<file path="config.mk">
export PLATFORM = sky130hd
export DESIGN_NAME = hd44780_writer
export DESIGN_NICKNAME = d
export VERILOG_FILES = /design/src/rtl/hd44780_writer.sv
export SDC_FILE = /design/constraint.sdc
export NUM_CORES = 1
export LEC_CHECK = 0
export BUFFER_PORTS_ARGS = -buffer_cell sky130_fd_sc_hd__buf_2
export CAP_MARGIN = 20
export CORE_ASPECT_RATIO = 0.75
export CORE_MARGIN = 10
export CORE_UTILIZATION = 60
export CTS_CLUSTER_DIAMETER = 200
export DETAILED_ROUTE_END_ITERATION = 8
export GPL_TIMING_DRIVEN = 1
export PLACE_DENSITY = 0.82
export RECOVER_POWER = 100
export SYNTH_ARGS = -nofsm -noshare
export SYNTH_HDL_FRONTEND = slang
export SYNTH_SLANG_ARGS = --single-unit
</file>
<file path="constraint.sdc">
create_clock -name clk -period 4.9 [get_ports clk]
set_input_delay 0.98 -clock clk [delete_from_list [all_inputs] [get_ports clk]]
set_output_delay 0.98 -clock clk [all_outputs]
set_load 0.02 [all_outputs]
</file>
<file path="src/rtl/hd44780_writer.sv">
// hd44780_writer: FIFO-fed timed write engine driving HD44780 RS/E/DB outputs
module hd44780_writer #(
  parameter int SETUP_CYCLES = 2,
  parameter int E_CYCLES     = 16,
  parameter int EXEC_CYCLES  = 1200,
  parameter int LONG_CYCLES  = 45000,
  parameter int FIFO_BITS    = 2
) (
  input  logic       clk,
  input  logic       reset,
  input  logic       wr,
  input  logic       wr_dc,
  input  logic [7:0] wr_data,
  output logic       full,
  output logic       busy,
  output logic       overflow,
  output logic       hd_dc,
  output logic       hd_e,
  output logic [7:0] hd_data
);
  typedef enum logic [1:0] {IDLE, SETUP, PULSE, WAIT} state_t;
  localparam logic [15:0] C_SETUP = 16'(SETUP_CYCLES - 1);
  localparam logic [15:0] C_E     = 16'(E_CYCLES - 1);
  localparam logic [15:0] C_EXEC  = 16'(EXEC_CYCLES - 1);
  localparam logic [15:0] C_LONG  = 16'(LONG_CYCLES - 1);
  state_t r_state, w_state_n;
  logic [15:0] r_cnt, w_cnt_n;
  logic [8:0] r_mem [2**FIFO_BITS];
  logic [FIFO_BITS:0] r_wp, r_rp, w_wp_n, w_rp_n;
  logic w_empty, w_full, w_push, w_pop, w_long, w_zero, w_e_n, w_dc_n;
  logic [7:0] w_data_n;
  assign w_empty  = r_wp == r_rp;
  assign w_full   = (r_wp[FIFO_BITS] != r_rp[FIFO_BITS]) && (r_wp[FIFO_BITS-1:0] == r_rp[FIFO_BITS-1:0]);
  assign w_push   = wr && !w_full;
  assign w_pop    = (r_state == IDLE) && !w_empty;
  assign w_wp_n   = r_wp + {{FIFO_BITS{1'b0}}, w_push};
  assign w_rp_n   = r_rp + {{FIFO_BITS{1'b0}}, w_pop};
  assign w_long   = !hd_dc && (hd_data == 8'h01 || hd_data == 8'h02);
  assign w_zero   = r_cnt == 16'd0;
  assign full     = w_full;
  // Storage needs no reset: flushing the pointers empties the FIFO
  always_ff @(posedge clk) begin
    if (w_push) r_mem[r_wp[FIFO_BITS-1:0]] <= {wr_dc, wr_data};
  end
  // Next-state: the bus only changes on the pop, E toggles at counter expiry
  always_comb begin
    w_state_n = r_state;
    w_cnt_n   = (r_state != IDLE && !w_zero) ? r_cnt - 16'd1 : r_cnt;
    w_e_n     = hd_e;
    w_dc_n    = hd_dc;
    w_data_n  = hd_data;
    unique case (r_state)
      IDLE: begin
        w_e_n = 1'b0;
        if (w_pop) begin
          w_state_n          = SETUP;
          w_cnt_n            = C_SETUP;
          {w_dc_n, w_data_n} = r_mem[r_rp[FIFO_BITS-1:0]];
        end
      end
      SETUP: if (w_zero) begin
        w_state_n = PULSE;
        w_cnt_n   = C_E;
        w_e_n     = 1'b1;
      end
      PULSE: if (w_zero) begin
        w_state_n = WAIT;
        w_cnt_n   = w_long ? C_LONG : C_EXEC;
        w_e_n     = 1'b0;
      end
      WAIT: if (w_zero) w_state_n = IDLE;
      default: w_state_n = IDLE;
    endcase
  end
  // State, pointers and registered outputs; reset drops E immediately
  always_ff @(posedge clk) begin
    if (reset) begin
      r_state  <= IDLE;
      r_cnt    <= 16'd0;
      r_wp     <= '0;
      r_rp     <= '0;
      overflow <= 1'b0;
      busy     <= 1'b0;
      hd_dc    <= 1'b0;
      hd_e     <= 1'b0;
      hd_data  <= 8'h00;
    end else begin
      r_state  <= w_state_n;
      r_cnt    <= w_cnt_n;
      r_wp     <= w_wp_n;
      r_rp     <= w_rp_n;
      overflow <= overflow || (wr && w_full);
      busy     <= (w_wp_n != w_rp_n) || (w_state_n != IDLE);
      hd_dc    <= w_dc_n;
      hd_e     <= w_e_n;
      hd_data  <= w_data_n;
    end
  end
endmodule

</file>
==> impl_metrics.ini <==
[clocking]
post_cts_buffers = 0
postCtsHoldBufs = 0
clk_latency_ns = 0.34
cts_sinks = 72
cts_root_buf = clkbuf_8
htree_levels = 3
cts_made_buffers = 9
clock_path_buffers = 2
cts_tree = yes
cts_resized = 0
clk_pin_slew_ns = 0.07

[floorplan]
core_mm2 = 0.00504
rows = 22
fp.dieArea_mm2 = 0.00868
die_h_um = 83.2
start_util = 0.635
fp.dieW_um = 104
ios = 25

[final_layout]
drive_gt1_frac = 0.105
syn2layout_area_growth_pct = 10.4
diodes = 0
layout.nets = 309
final_util = 0.701

[worst_setup_path]
path_max_fanout = 14
required_ns = 5.12
crit_type = flip-flop to flip-flop
ff2ff_path_depth = 7
cp_slowest_stage_delay_ns = 0.76
end_kind = flip-flop
slowest_stage = dfxtp_1
cp_data_arrival_time_ns = 3.17
r2r-end = busy
crit_chain = xor2_1 -> o31a_1 -> ha_1 -> ha_1 -> xor2_1 -> nor4_1 -> a21oi_1
r2r-start = r_rp[0]
cp-start-kind = flip-flop
reg2reg_slack_ns = 1.95

[grt]
use_met2 = 0.218
use_met3 = 0.0710
first_global_vias = 2192
grt_max_degree = 30
antenna_found_initial = 0
grt.met1_usage = 0.213
overflow = 0
grt_pass1_wl_um = 10900
grtUsageTotal = 0.157
grt-busiest-layer = met2

[detailed_routing]
wl_per_cell_um = 17.5
drt.antenna.violating_nets = 0
wirelength_um = 6440
first_iter_violations = 175
viasPerCell = 5.96
drc_errors = 0
drt-pass1-iter-count = 6
dr_total_vias = 2193

[power_and_ir_drop]
p_sw_mw = 1.06
p_clk_frac = 0.176
p_int_mw = 1.43
p_comb_frac = 0.453
switching_share = 0.424
ir_worst_vdd_mv = 0.408
power_density_mw_per_mm2 = 706
p_leak_nw = 1.24
power.share.sequential = 0.371

[worst_hold_path]
hold_path.class = flip-flop to flip-flop
hold_start = hd_e
hold_end = hd_e
hold_path_depth = 2

[sta]
slew_viol_final = 0
min_period_ns = 2.95
period_share = 0.603
rsz0062_at_grt = no
tightest_slew_ns = 0.803
finalSetupTns_ns = 0
fmax_mhz = 339
clock_skew_ns = 0.00700
relSlewSlack = 0.459
finalSetupViolations = 0
hold_viol_final = 0

[placed_design]
dp.final_hpwl_um = 4600
io_buffer_count = 24
place_congestion = 0.869

[yosys]
yosysUniqueCellTypes = 48
yosysSeqAreaShare = 0.563
synth_seq_cells = 72
syn_nets = 282
synth-edff-count = 36
netlist_area_mm2 = 0.00320
yosysWarnings = 0
syn-instance-count = 264
avgSynthCellArea_um2 = 12.1
synthFlopType = edfxtp_1
async_reset_ff_frac = 0

[outcome]
outcome = complete, no violations

[run]
drv_cap = 0
[per-stage QoR]
stage | total power, mW | hold WS [ns] | setup slack (ns) | std cells | cell area, um^2
after global routing | 2.68 | 0.496 | 1.67 | 368 | 3530
final | 2.49 | 0.459 | 1.95 | 368 | 3530
after CTS | 2.50 | 0.468 | 1.93 | 368 | 3570
after global placement | 2.01 | 0.444 | 2.02 | 352 | 3380
after detailed placement | 2.06 | 0.456 | 1.92 | 352 | 3380
after floorplan | 1.79 | 0.503 | 2.42 | 264 | 3200
[metal layers]
layer	vias up	share of wire	wire (um)
met1	1062	0.48	3080
met5	-	0	0
met2	83	0.43	2760
met3	6	0.082	530
met4	0	0.012	75
li1	1042	-	-
[cell type report]
cell class / count / area, um^2
Sequential cell: 72 / 1800
Fill cell: 367 / 1510
Timing Repair Buffer: 27 / 104
Clock buffer: 9 / 124
Tap cell: 72 / 90.1
Clock inverter: 7 / 62.6
Inverter: 5 / 18.8
Multi-Input combinational cell: 176 / 1330
[placed cells by master, fill, tap and decap left out, drive strengths merged, types with 10 or more instances in the layout]
cell type   n
nand2      10
xnor2      11
edfxtp     36
dfxtp      36
a21oi      15
nor4       10
mux2i      10
nor2       29
clkbuf     34
[logic make-up (layout without fill, tap and decap cells)]
group                    count (synthesis)  in the layout  share of synthesized area
AO/OA/AOI/OAI                           38             38                     0.0755
buffers and inverters                   16             48                     0.0211
AND/OR/NAND/NOR                         93             93                      0.167
XOR/XNOR                                20             20                     0.0548
flip-flops                              72             72                      0.563
adder cells (fa/ha/maj)                  6              6                     0.0235
multiplexers                            19             19                     0.0946
[how the worst max path moves through the flow]
stage | startpoint | slack (ns) | end
final | r_rp[0] | 1.95 | busy
after global placement | r_rp[0] | 2.02 | busy
after floorplan | r_rp[0] | 2.42 | r_mem[2][0]
after CTS | r_rp[0] | 1.93 | busy
after global routing | r_rp[0] | 1.67 | busy
after detailed placement | r_rp[0] | 1.92 | busy
[critical path, delay by kind of cell, from the launching register on]
kind	cells	cell delay, ns
AOI/OAI and AO/OA	2	0.79
xor gates and xnor gates	2	0.45
adders and majority gates	2	0.54
DFF	1	0.76
and+or+nand+nor	1	0.28
[synthesized netlist by cell type, drive strengths merged, types with 5 or more instances]
master	count	area share
inv	5	0.0059
mux2i	10	0.031
xnor2	11	0.030
nor4	10	0.029
clkbuf	7	0.0082
nand2	10	0.012
o21ai	6	0.0094
nand3	7	0.011
xor2	9	0.025
ha	6	0.023
dfxtp	36	0.23
nor3	7	0.011
mux4	9	0.063
a21oi	15	0.023
nor2	29	0.034
edfxtp	36	0.34
nor2b	5	0.0098
[power by group through the flow]
stage                     Sequential, mW  Combinational, mW  Clock [mW]
final                              0.923               1.13       0.439
after global routing               0.948               1.24       0.485
after CTS                          0.920               1.13       0.452
after detailed placement           0.932               1.13           0
after global placement             0.929               1.08           0
after floorplan                    0.908              0.885           0
[sequential cells by signal, indices dropped and copies added, names as in the netlist, 2 cells and up]
name and cells:
r_mem 36, r_cnt 16, hd_data 8, r_rp 3, r_wp 3, r_state 2
(Power assumes the default switching activity.)
